## src/rtl/uart_mmio_pkg.sv

```systemverilog
// Shared register offsets and FSM state types for the buffered UART MMIO block.
package uart_mmio_pkg;

  localparam logic [3:0] OFF_TX     = 4'h0;
  localparam logic [3:0] OFF_RXSTAT = 4'h2;
  localparam logic [3:0] OFF_RXPOP  = 4'h3;
  localparam logic [3:0] OFF_CSR    = 4'h4;

  typedef enum logic [1:0] {T_IDLE, T_SEND, T_WAIT} tx_state_t;
  typedef enum logic {R_IDLE, R_ACK} rx_state_t;

endpackage

```

## src/rtl/mmio_sync_fifo.sv

```systemverilog
// Single-clock FIFO with a combinational head; pushes when full and pops when
// empty are ignored, so a simultaneous push/pop on a non-empty, non-full FIFO keeps count.
module mmio_sync_fifo #(
  parameter int WIDTH = 8,
  parameter int DEPTH = 16,
  localparam int AW = $clog2(DEPTH),
  localparam int CW = AW + 1
) (
  input  logic             clk,
  input  logic             rst_n,
  input  logic             push,
  input  logic             pop,
  input  logic [WIDTH-1:0] din,
  output logic [WIDTH-1:0] dout,
  output logic [CW-1:0]    count,
  output logic             full,
  output logic             empty
);

  logic [WIDTH-1:0] mem [DEPTH];
  logic [AW-1:0]    wr_ptr_reg;
  logic [AW-1:0]    rd_ptr_reg;
  logic [CW-1:0]    count_reg;
  logic             do_push;
  logic             do_pop;

  assign full    = (count_reg == CW'(DEPTH));
  assign empty   = (count_reg == '0);
  assign do_push = push & ~full;
  assign do_pop  = pop & ~empty;
  assign dout    = mem[rd_ptr_reg];
  assign count   = count_reg;

  always_ff @(posedge clk) begin
    if (do_push) mem[wr_ptr_reg] <= din;
  end

  // Pointers wrap naturally because DEPTH is a power of two.
  always_ff @(posedge clk) begin
    if (!rst_n) begin
      wr_ptr_reg <= '0;
      rd_ptr_reg <= '0;
      count_reg  <= '0;
    end else begin
      if (do_push) wr_ptr_reg <= wr_ptr_reg + AW'(1);
      if (do_pop)  rd_ptr_reg <= rd_ptr_reg + AW'(1);
      case ({do_push, do_pop})
        2'b10:   count_reg <= count_reg + CW'(1);
        2'b01:   count_reg <= count_reg - CW'(1);
        default: count_reg <= count_reg;
      endcase
    end
  end

endmodule

```

## src/rtl/uart_mmio_ctrl.sv

```systemverilog
// Buffered MMIO front end for uart_tx/uart_rx: CPU writes queue into a TX FIFO,
// received bytes queue into an RX FIFO for burst reads.
module uart_mmio_ctrl
  import uart_mmio_pkg::*;
#(
  parameter int         TX_DEPTH    = 16,
  parameter int         RX_DEPTH    = 16,
  parameter logic [3:0] BASE_NIBBLE = 4'hA
) (
  input  logic        clk,
  input  logic        rst_n,
  input  logic [31:0] bus_addr,
  input  logic        bus_wr_en,
  input  logic [31:0] bus_wr_data,
  output logic [31:0] bus_rd_data,
  output logic        sel,
  output logic        tx_wr_valid,
  output logic [7:0]  tx_byte,
  input  logic        tx_wr_ready,
  input  logic        rx_rd_ready,
  input  logic [7:0]  rx_byte,
  output logic        rx_rd_valid
);

  localparam int TCW = $clog2(TX_DEPTH) + 1;
  localparam int RCW = $clog2(RX_DEPTH) + 1;

  logic [3:0]     offset;
  logic           wr_hit, cpu_tx_push, cpu_rx_pop, csr_wr;
  logic [7:0]     tx_head, rx_head;
  logic [TCW-1:0] tx_count;
  logic [RCW-1:0] rx_count;
  logic           tx_full, tx_empty, rx_full, rx_empty;
  logic           tx_pop, rx_push;
  logic           tx_ovf_set, rx_ovf_set;

  tx_state_t      tx_state_reg;
  rx_state_t      rx_state_reg;
  logic           tx_wr_valid_reg, rx_rd_valid_reg;
  logic [7:0]     tx_byte_reg;
  logic           tx_ovf_reg, rx_ovf_reg, rx_ready_q_reg;
  logic           unused_bits;

  assign offset      = bus_addr[3:0];
  assign sel         = (bus_addr[31:28] == BASE_NIBBLE);
  assign wr_hit      = bus_wr_en & sel;
  assign cpu_tx_push = wr_hit & (offset == OFF_TX);
  assign cpu_rx_pop  = wr_hit & (offset == OFF_RXPOP);
  assign csr_wr      = wr_hit & (offset == OFF_CSR);
  assign tx_pop      = (tx_state_reg == T_SEND);
  assign rx_push     = (rx_state_reg == R_IDLE) & rx_rd_ready & ~rx_full;
  assign tx_ovf_set  = cpu_tx_push & tx_full;
  // A fresh rd_ready edge during the ack cycle means uart_rx overwrote a byte.
  assign rx_ovf_set  = (rx_state_reg == R_ACK) & rx_rd_ready & ~rx_ready_q_reg;
  assign unused_bits = ^{bus_addr[27:4], bus_wr_data[31:8]};

  assign tx_wr_valid = tx_wr_valid_reg;
  assign tx_byte     = tx_byte_reg;
  assign rx_rd_valid = rx_rd_valid_reg;

  mmio_sync_fifo #(.WIDTH(8), .DEPTH(TX_DEPTH)) u_tx_fifo (
    .clk(clk), .rst_n(rst_n), .push(cpu_tx_push), .pop(tx_pop), .din(bus_wr_data[7:0]),
    .dout(tx_head), .count(tx_count), .full(tx_full), .empty(tx_empty)
  );

  mmio_sync_fifo #(.WIDTH(8), .DEPTH(RX_DEPTH)) u_rx_fifo (
    .clk(clk), .rst_n(rst_n), .push(rx_push), .pop(cpu_rx_pop), .din(rx_byte),
    .dout(rx_head), .count(rx_count), .full(rx_full), .empty(rx_empty)
  );

  always_comb begin
    bus_rd_data = '0;
    case (offset)
      OFF_TX:     bus_rd_data = {31'b0, ~tx_full};
      OFF_RXSTAT: bus_rd_data = {31'b0, ~rx_empty};
      OFF_CSR:    bus_rd_data = {8'b0, 8'(rx_count), 8'(tx_count), 6'b0, rx_ovf_reg, tx_ovf_reg};
      default:    bus_rd_data = {24'b0, rx_head};
    endcase
  end

  // T_WAIT holds off until uart_tx has visibly taken the byte, so one byte never issues twice.
  always_ff @(posedge clk) begin
    if (!rst_n) begin
      tx_state_reg    <= T_IDLE;
      tx_wr_valid_reg <= 1'b0;
      tx_byte_reg     <= 8'h00;
    end else begin
      case (tx_state_reg)
        T_IDLE: if (~tx_empty & tx_wr_ready) begin
          tx_state_reg    <= T_SEND;
          tx_wr_valid_reg <= 1'b1;
          tx_byte_reg     <= tx_head;
        end
        T_SEND: begin
          tx_state_reg    <= T_WAIT;
          tx_wr_valid_reg <= 1'b0;
        end
        T_WAIT: if (!tx_wr_ready) tx_state_reg <= T_IDLE;
        default: begin
          tx_state_reg    <= T_IDLE;
          tx_wr_valid_reg <= 1'b0;
        end
      endcase
    end
  end

  always_ff @(posedge clk) begin
    if (!rst_n) begin
      rx_state_reg    <= R_IDLE;
      rx_rd_valid_reg <= 1'b0;
    end else begin
      case (rx_state_reg)
        R_IDLE: if (rx_push) begin
          rx_state_reg    <= R_ACK;
          rx_rd_valid_reg <= 1'b1;
        end
        default: begin
          rx_state_reg    <= R_IDLE;
          rx_rd_valid_reg <= 1'b0;
        end
      endcase
    end
  end

  // Sticky overflow flags; a set in the same cycle as a clear wins.
  always_ff @(posedge clk) begin
    if (!rst_n) begin
      tx_ovf_reg     <= 1'b0;
      rx_ovf_reg     <= 1'b0;
      rx_ready_q_reg <= 1'b0;
    end else begin
      rx_ready_q_reg <= rx_rd_ready;
      if (tx_ovf_set)                      tx_ovf_reg <= 1'b1;
      else if (csr_wr && bus_wr_data[0])   tx_ovf_reg <= 1'b0;
      if (rx_ovf_set)                      rx_ovf_reg <= 1'b1;
      else if (csr_wr && bus_wr_data[1])   rx_ovf_reg <= 1'b0;
    end
  end

endmodule
```

## config.mk

```make
export PLATFORM = sky130hd
export DESIGN_NAME = uart_mmio_ctrl
export DESIGN_NICKNAME = d
export VERILOG_FILES = /design/src/rtl/uart_mmio_pkg.sv /design/src/rtl/mmio_sync_fifo.sv /design/src/rtl/uart_mmio_ctrl.sv
export SDC_FILE = /design/constraint.sdc
export NUM_CORES = 1
export LEC_CHECK = 0
export CORE_MARGIN = 3
export CORE_UTILIZATION = 61
export DETAILED_ROUTE_END_ITERATION = 7
export PLACE_DENSITY = 0.84
export SETUP_SLACK_MARGIN = 0.1
export SYNTH_ARGS = -nofsm -noshare
export SYNTH_HDL_FRONTEND = slang
export SYNTH_SLANG_ARGS = --single-unit
export TNS_END_PERCENT = 100
```

## constraint.sdc

```tcl
create_clock -name clk -period 5.3 [get_ports clk]
set_clock_uncertainty 0.05 [all_clocks]
set_input_delay 1.06 -clock clk [delete_from_list [all_inputs] [get_ports clk]]
set_output_delay 1.06 -clock clk [all_outputs]
set_load 0.01 [all_outputs]
```

==> results of run 1 <==
placed cells by master (no fill, tap or decap), types with 5 or more instances in the layout:
| master | n |
|---|---|
| o21ai_0 | 5 |
| nand2b_1 | 9 |
| ha_1 | 16 |
| nand3_1 | 19 |
| edfxtp_1 | 256 |
| a21oi_1 | 15 |
| mux4_2 | 63 |
| inv_1 | 15 |
| nor3_1 | 11 |
| nor2_1 | 37 |
| clkbuf_1 | 5 |
| clkbuf_16 | 29 |
| clkdlybuf4s50_1 | 57 |
| clkinv_1 | 7 |
| o22ai_1 | 8 |
| and3_1 | 16 |
| dfxtp_1 | 43 |
| a31oi_1 | 5 |
| buf_4 | 13 |
| o221ai_1 | 8 |
| or3_1 | 5 |
| xor2_1 | 10 |
| conb_1 | 14 |
| and2_1 | 12 |
| nand2_1 | 14 |
| clkinv_2 | 6 |
| mux2i_1 | 43 |
layout make-up:
| class | instances | area [um^2] | share of cell area |
|---|---|---|---|
| tap | 265 | 331.6 | 0.02354 |
| timing repair buffer | 70 | 668.1 | 0.04744 |
| clock inverter | 19 | 148.9 | 0.01057 |
| multi-input combinational | 368 | 3522 | 0.2501 |
| sequential | 302 | 8612 | 0.6115 |
| inverter | 15 | 56.30 | 0.003998 |
| clock buffer | 34 | 744.5 | 0.05286 |
power by group through the flow:
stage               logic (uW)  registers, uW  clock network [uW]
floorplan                 70.6           2650                   0
global placement           135           2650                   0
detailed placement         143           2650                   0
CTS                        145           2600                1970
global route               160           2600                2060
finish                     146           2600                1960
layer usage:
| metal | vias up | track usage |
|---|---|---|
| met3 | 58 | 0.03798 |
| met4 | 0 | 0.06728 |
| li1 | 2973 | - |
| met5 | - | 0 |
| met2 | 362 | 0.4044 |
| met1 | 3497 | 0.3480 |
critical path: stages:
cell	delay, ns
clkdlybuf4s50_1	0.68
a211o_1	0.34
nand2_1	0.23
o22ai_1	0.32
clkdlybuf4s50_1	0.59
cells in the mapped netlist, types with 3 or more instances:
master	number
edfxtp_1	256
mux4_2	63
dfxtp_1	46
mux2i_1	43
nor2_1	37
clkbuf_1	26
nand3_1	19
buf_4	17
and3_1	16
ha_1	16
a21oi_1	15
inv_1	15
nand2_1	14
and2_1	12
nor3_1	11
xor2_1	10
nand2b_1	9
o221ai_1	8
o22ai_1	8
buf_2	7
buf_1	6
a31oi_1	5
o21ai_0	5
or3_1	5
a21o_1	4
nor2b_1	4
nor3b_1	4
a22oi_1	3
buf_6	3
nor4b_1	3
o211ai_1	3
or4_1	3
xnor2_1	3
metrics by stage:
step                      power [uW]    util  hold WS, ns  instance area, um^2
final                           4707  0.7120       0.4282                14080
after global routing            4823  0.7120       0.4537                14080
after CTS                       4717  0.7120       0.4357                14080
after detailed placement        2793  0.6668       0.4221                13190
after global placement          2782  0.6668       0.4127                13190
after floorplan                 2717       -       0.3929                12500
worst max-delay path by stage:
stage                              end    startpoint  slack, ns
floorplan           u_tx_fifo.count[2]  bus_addr[28]       1.77
global placement        bus_rd_data[2]   bus_addr[2]       1.09
detailed placement      bus_rd_data[2]   bus_addr[2]       1.02
CTS                     bus_rd_data[5]          flop       0.93
global route            bus_rd_data[5]          flop       0.83
finish                  bus_rd_data[2]   bus_addr[2]       0.95
kinds of logic after synthesis:
family / synth area share
simple gates: 0.06601
fa+ha+maj: 0.01608
mux: 0.1494
flops: 0.6912
xor+xnor: 0.009143
buf+inv: 0.03034
compound gates: 0.03748
other cells: 0.0003011
==> results.sh, run 1 <==
export IMPL_fillers=1177
export IMPL_io_pins=120
export IMPL_end_kind="output pin"
export IMPL_diodes=0
export IMPL_dpl_hpwl_mm=16.20
export IMPL_postCtsSetupBuffers=0
export IMPL_final_max_slew_violation_count=0
export IMPL_postCtsResizedCells=0
export IMPL_synth_area_per_cell_um2=17.01
export IMPL_drt_met1_wl_mm=10.69
export IMPL_syn_instance_count=732
export IMPL_cts_buffer_depth=3
export IMPL_cts_made_buffers=29
export IMPL_finalHoldViolCount=0
export IMPL_drt_initial_drc_count=716
export IMPL_placedCellCount=1020
export IMPL_rsz0062_at_grt="no"
export IMPL_power_share_switching=0.2042
export IMPL_detail_route_antenna_nets=0
export IMPL_setup_worst_path_class="in -> out"
export IMPL_gr_total_overflow=0
export IMPL_cp_required_ns=4.19
export IMPL_die_y_um=148.9
export IMPL_cts_sinks=302
export IMPL_p_switching_uw=961.0
export IMPL_clk_insertion_delay_late_ns=0.55
export IMPL_grt_max_degree=34
export IMPL_grt_pass1_wl_mm=41.46
export IMPL_die_area_um2=22170
export IMPL_yosysSeqAreaShare=0.6912
export IMPL_peakVddDrop_v=0.0002469
export IMPL_die_w_um=148.9
export IMPL_setup_viol=0
export IMPL_hold_start="tx_wr_valid"
export IMPL_coreArea_um2=19780
export IMPL_syn_area_um2=12450
export IMPL_slew_headroom=0.1509
export IMPL_start_kind="input pin"
export IMPL_synth_area_leader_cell="edfxtp_1"
export IMPL_worstMarginPinSlew_ns=1.272
export IMPL_synth_main_ff_cell="edfxtp_1"
export IMPL_worstPathMaxFanout=10
export IMPL_place_port_buffers=57
export IMPL_p_per_area_nw_per_um2=334.2
export IMPL_yosys_area_top_type_share=0.6173
export IMPL_cts_tree="yes"
export IMPL_min_path_cells=2
export IMPL_drive_above_1_share=0.1597
export IMPL_synth_seq_cells=302
export IMPL_fin_nets=879
export IMPL_wl_met2_mm=13.26
export IMPL_first_pass_iters=5
export IMPL_hold_end="tx_wr_valid"
export IMPL_top_layer_used="met4"
export IMPL_period_needed_ns=4.345
export IMPL_internal_power_uw=3746
export IMPL_stdcell_count=1073
export IMPL_wl_mm=26.65
export IMPL_syn_to_final_growth_pct=13.09
export IMPL_cap_violations=0
export IMPL_gp_congestion=0.8193
export IMPL_hold_class="reg -> reg"
export IMPL_max_freq_mhz=230.1
export IMPL_grt_pass1_vias=7052
export IMPL_met3_length_mm=2.057
export IMPL_power_frac_seq=0.552
export IMPL_clk_pin_slew_ns=0.06
export IMPL_routedWlPerCell_um=24.83
export IMPL_vias=6890
export IMPL_status="completed"
export IMPL_start_util=0.6295
export IMPL_reg2regPathDepth=10
export IMPL_clockRootBuffer="clkbuf_16"
export IMPL_post_drt_via_cell_ratio=6.421
export IMPL_h_tree_depth=1
export IMPL_worst_ep_arrival_time_ns=3.24
export IMPL_leakagePower_uw=0.004533
export IMPL_place_ws_ns=1.017
export IMPL_grt_usage=0.2449
export IMPL_synth_edf_count=256
export IMPL_ys_warnings_count=0
export IMPL_synth_distinct_cells=55
export IMPL_rows=51
export IMPL_grt_antenna_before_repair=0
export IMPL_r2r_setup_slack_ns=2.13
export IMPL_r2r_start="u_tx_fifo.count[0]"
export IMPL_drc=0
export IMPL_netlist_top_cells_area="edfxtp_1 62%, mux4_2 11%, dfxtp_1 7.4%"
export IMPL_finalCritPeriodShare=0.8198
export IMPL_fin_setup_tns_ns=0
export IMPL_synth_async_reset_ratio=0
export IMPL_combPwrFrac=0.031
export IMPL_pwr_share_clk=0.417
export IMPL_setup_ws_ns=0.9549
export IMPL_rr_endpoint="u_tx_fifo.count[4]"
export IMPL_holdBufCountCts=0
Power figures use the tool's default switching activity.
==> run 2: changes to the inputs <==
Settings changed: CORE_UTILIZATION 61 to 52, PLACE_DENSITY 0.84 to 0.76.
Clock period 5.3 ns to 3.9 ns, I/O delays scaled along.
==> results.sh, run 2 (synthesis gave the netlist of run 1 again) <==
export IMPL_drt_initial_drc_count=492
export IMPL_final_max_slew_violation_count=0
export IMPL_post_drt_via_cell_ratio=5.908
export IMPL_crit_path_top_delay_cell="clkdlybuf4s50_1"
export IMPL_place_port_buffers=57
export IMPL_path_cells="clkdlybuf4s50_1 -> a211o_1 -> nand2_1 -> o22ai_1 -> clkdlybuf4s50_1"
export IMPL_rsz0062_at_grt="yes"
export IMPL_io_pins=120
export IMPL_peakVddDrop_v=0.0003306
export IMPL_vias=6777
export IMPL_gr_total_overflow=0
export IMPL_final_common_cell="edfxtp_1"
export IMPL_rows=55
export IMPL_grt_pass1_wl_mm=39.38
export IMPL_detail_route_antenna_nets=0
export IMPL_grt_usage=0.1946
export IMPL_worstMarginPinSlew_ns=1.258
export IMPL_start_util=0.5402
export IMPL_whs_ns=0.4366
export IMPL_grt_max_degree=34
export IMPL_clk_insertion_delay_late_ns=0.56
export IMPL_design_area_um2=14490
export IMPL_leakagePower_uw=0.004743
export IMPL_status="completed"
export IMPL_postCtsResizedCells=0
export IMPL_cpMostUsedCell="clkdlybuf4s50_1"
export IMPL_diodes=0
export IMPL_grt_antenna_before_repair=0
export IMPL_postCtsSetupBuffers=0
export IMPL_setup_ws_ns=0.2292
export IMPL_multi_input_area_um2=3536
export IMPL_die_w_um=160.8
export IMPL_critPathMaxStageDelay_ns=0.64
export IMPL_h_tree_depth=1
export IMPL_dpl_hpwl_mm=16.31
export IMPL_setup_worst_path_class="in -> out"
export IMPL_cp_required_ns=3.07
export IMPL_path_buf_inv=2
export IMPL_setup_viol=0
export IMPL_clockRootBuffer="clkbuf_16"
export IMPL_period_needed_ns=3.671
export IMPL_gp_congestion=0.7809
export IMPL_cts_sinks=302
export IMPL_cts_buffer_depth=3
export IMPL_end_kind="output pin"
export IMPL_p_per_area_nw_per_um2=466.1
export IMPL_holdBufCountCts=0
export IMPL_die_y_um=160.8
export IMPL_worst_ep_arrival_time_ns=2.84
export IMPL_slew_headroom=0.1604
export IMPL_drive_above_1_share=0.1954
export IMPL_regArea_um2=8615
export IMPL_fin_util=0.6285
export IMPL_routedWlPerCell_um=21.87
export IMPL_fillers=1547
export IMPL_max_freq_mhz=272.4
export IMPL_wl_mm=25.09
export IMPL_die_area_um2=25840
export IMPL_clk_pin_slew_ns=0.06
export IMPL_grt_pass1_vias=6932
export IMPL_place_ws_ns=0.1818
export IMPL_fin_nets=902
export IMPL_cts_tree="yes"
export IMPL_cts_made_buffers=31
export IMPL_cap_violations=0
export IMPL_syn_to_final_growth_pct=16.35
export IMPL_coreArea_um2=23050
export IMPL_finalCritPeriodShare=0.9412
export IMPL_hold_class="reg -> reg"
export IMPL_post_dp_cell_area_um2=13410
export IMPL_first_pass_iters=4
export IMPL_cp_top_family="buffers and inverters"
export IMPL_start_kind="input pin"
export IMPL_final_cell_mix="256 x edfxtp_1, 63 x mux4_2, 57 x clkdlybuf4s50_1"
export IMPL_fin_setup_tns_ns=0
export IMPL_worstPathMaxFanout=8
export IMPL_finalHoldViolCount=0
export IMPL_drc=0
run 2: path summary, 6_finish.rpt:
check,slack (ns),cells after the start,to,from
max,0.23,5,bus_rd_data[3],bus_addr[1]
min,0.44,2,tx_wr_valid,tx_wr_valid
max reg2reg,0.81,10,u_tx_fifo.count[2],u_tx_fifo.count[1]
min reg2reg,0.44,2,tx_wr_valid,tx_wr_valid
run 2: power breakdown:
part	switching [uW]	internal (uW)	total (uW)
Clock	1220	1800	3020
Sequential	13.0	3520	3530
Combinational	121	78.5	200
Total	1350	5400	6750
run 2: layout make-up:
| class | instances | area share |
|---|---|---|
| Sequential cell | 302 | 0.5946 |
| Inverter | 15 | 0.003886 |
| Clock buffer | 37 | 0.05786 |
| Timing Repair Buffer | 91 | 0.05699 |
| Tap cell | 313 | 0.02703 |
| Clock inverter | 21 | 0.01563 |
| Multi-Input combinational cell | 368 | 0.2440 |
run 2: metal layers:
metal | up-vias | track usage | wire length, um
li1 | 3018 | - | -
met1 | 3450 | 0.2749 | 10770
met2 | 263 | 0.3225 | 12240
met3 | 46 | 0.02940 | 1525
met4 | 0 | 0.05006 | 557
met5 | - | 0 | 0
run 2: worst register-to-register path, stage by stage (launching register included):
cell and delay [ns]:
dfxtp_1 0.38, or4_4 0.59, o21ai_1 0.29, inv_1 0.13, ha_1 0.33, xor2_1 0.19
ha_1 0.19, a21oi_1 0.26, xnor2_1 0.12, or3_1 0.31, a21oi_1 0.15
run 2: metrics by stage:
| step | cells | total power [uW] |
|---|---|---|
| after floorplan | 745 | 3692 |
| after global placement | 1089 | 3785 |
| after detailed placement | 1089 | 3799 |
| after CTS | 1147 | 6797 |
| after global routing | 1147 | 6949 |
| final | 1147 | 6753 |
==> run 3: changes to the inputs <==
Settings changed: GPL_TIMING_DRIVEN from default to 0, TNS_END_PERCENT 100 to 10.
==> results.sh, run 3 (synthesis gave the netlist of run 1 again) <==
export IMPL_gr_total_overflow=0
export IMPL_hold_start="u_rx_fifo.rd_ptr_reg[3]"
export IMPL_slew_headroom=0.04246
export IMPL_grt_max_degree=18
export IMPL_globalRouteMet2Util=0.2998
export IMPL_peakVddDrop_v=0.0003955
export IMPL_fin_util=0.6293
export IMPL_status="completed"
export IMPL_place_ws_ns=-0.1638
export IMPL_worstMarginPinSlew_ns=1.425
export IMPL_cpMostUsedCell="clkdlybuf4s50_1"
export IMPL_worst_ep_arrival_time_ns=2.97
export IMPL_combPwrFrac=0.032
export IMPL_final_cell_mix="256 x edfxtp_1, 63 x mux4_2, 56 x clkdlybuf4s50_1"
export IMPL_cp_required_ns=3.07
export IMPL_busiest_layer="met2"
export IMPL_coreArea_um2=23050
export IMPL_final_common_cell="edfxtp_1"
export IMPL_vias=6707
export IMPL_detail_route_antenna_nets=0
export IMPL_die_w_um=160.8
export IMPL_end_kind="output pin"
export IMPL_crit_path_top_delay_cell="clkdlybuf4s50_1"
export IMPL_critPathMaxStageDelay_ns=0.61
export IMPL_cts_buffer_depth=3
export IMPL_crit_start="bus_addr[1]"
export IMPL_grt_usage=0.1915
export IMPL_drc=0
export IMPL_post_drt_via_cell_ratio=5.732
export IMPL_postCtsSetupBuffers=0
export IMPL_grt_use_met1=0.2853
export IMPL_fillers=1620
export IMPL_finalCritPeriodShare=0.9746
export IMPL_die_y_um=160.8
export IMPL_regArea_um2=8608
export IMPL_leakagePower_uw=0.004733
export IMPL_total_power_uw=6626
export IMPL_start_util=0.5402
export IMPL_cts_tree="yes"
export IMPL_multi_input_area_um2=3541
export IMPL_placedCellCount=1114
export IMPL_pwr_share_clk=0.435
export IMPL_clk_insertion_delay_late_ns=0.55
export IMPL_cap_violations=0
export IMPL_grt_antenna_before_repair=0
export IMPL_die_area_um2=25840
export IMPL_stdcell_count=1170
export IMPL_finalHoldViolCount=0
export IMPL_gp_congestion=0.7816
export IMPL_p_per_area_nw_per_um2=456.8
export IMPL_clk_pin_slew_ns=0.06
export IMPL_io_pins=120
export IMPL_grt_pass1_wl_mm=38.59
export IMPL_hold_class="reg -> reg"
export IMPL_dpl_hpwl_mm=16.19
export IMPL_setup_viol=0
export IMPL_diodes=0
export IMPL_power_frac_seq=0.533
export IMPL_final_max_slew_violation_count=0
export IMPL_setup_worst_path_class="in -> out"
export IMPL_path_cells="clkdlybuf4s50_1 -> a211oi_1 -> nor3_1 -> a2111o_1 -> clkdlybuf4s50_1"
export IMPL_clockRootBuffer="clkbuf_16"
export IMPL_rows=55
export IMPL_wl_mm=24.73
export IMPL_internal_power_uw=5339
export IMPL_drive_above_1_share=0.1797
export IMPL_setup_ws_ns=0.09888
export IMPL_cts_sinks=302
export IMPL_start_kind="input pin"
export IMPL_grt_use_met3=0.03095
export IMPL_grt_pass1_vias=6762
export IMPL_routedWlPerCell_um=21.14
export IMPL_syn_to_final_growth_pct=16.49
export IMPL_power_share_switching=0.1942
export IMPL_place_port_buffers=56
export IMPL_drt_initial_drc_count=577
export IMPL_worstPathMaxFanout=8
export IMPL_fin_nets=927
export IMPL_p_switching_uw=1287
export IMPL_holdBufCountCts=0
export IMPL_cts_made_buffers=29
export IMPL_h_tree_depth=1
export IMPL_r2r_start="u_rx_fifo.count[0]"
export IMPL_period_needed_ns=3.801
export IMPL_first_pass_iters=5
export IMPL_rsz0062_at_grt="yes"
export IMPL_max_freq_mhz=263.1
run 3: changes by cell type in the layout (fill, tap and decap cells not counted), moves of 3 or more:
cell / previous run / this run
buf_6: 0 / 5
dfxtp_1: 43 / 46
clkbuf_2: 0 / 4
clkbuf_1: 2 / 28
clkinv_2: 7 / 4
buf_4: 34 / 14
buf_2: 0 / 11
buf_1: 0 / 4
run 3: cell type report:
cell class / instances / share of cell area
Sequential cell: 302 / 0.5934
Multi-Input combinational cell: 368 / 0.2441
Clock buffer: 37 / 0.05348
Timing Repair Buffer: 58 / 0.03950
Tap cell: 313 / 0.02700
Buffer: 60 / 0.02372
Clock inverter: 17 / 0.01492
Inverter: 15 / 0.003881
run 3: path summary, 6_finish.rpt:
| kind | end | slack [ns] | depth (start not counted) |
|---|---|---|---|
| min | flop | 0.44 | 2 |
| max reg2reg | u_rx_fifo.count[4] | 0.55 | 12 |
| min reg2reg | flop | 0.44 | 2 |
| max | bus_rd_data[0] | 0.1 | 5 |
run 3: power groups by stage:
stage	clock network, uW	registers (uW)	logic, uW
6_report	2880	3530	213
4_1_cts	2920	3530	212
3_3_place_gp	0	3600	205
5_1_grt	3060	3530	234
2_1_floorplan	0	3600	95.9
3_5_place_dp	0	3600	210
run 3: metal layers:
metal	wire [um]	up-vias
met2	11720	248
met1	10810	3356
met4	523	0
li1	-	3057
met3	1682	46
met5	0	-
run 3: what timing repair did:
item                       CTS  global route
hold endpoints to repair     0             0
gates cloned                 0             0
setup endpoints to repair   18            17
gates resized for setup      9             5
run 3: metrics by stage:
| stage | cell area (um^2) | hold slack [ns] | setup TNS [ns] |
|---|---|---|---|
| after floorplan | 12500 | 0.3929 | 0 |
| after global placement | 13450 | 0.4098 | -0.8356 |
| after detailed placement | 13460 | 0.4185 | -2.532 |
| after CTS | 14480 | 0.4392 | 0 |
| after global routing | 14510 | 0.4608 | 0 |
| final | 14510 | 0.4373 | 0 |
run 3: critical path, delay by kind of cell:
family	cells	cell delay (ns)
buffers and inverters	2	1.11
AO/OA/AOI/OAI	2	0.91
AND/OR/NAND/NOR	1	0.17
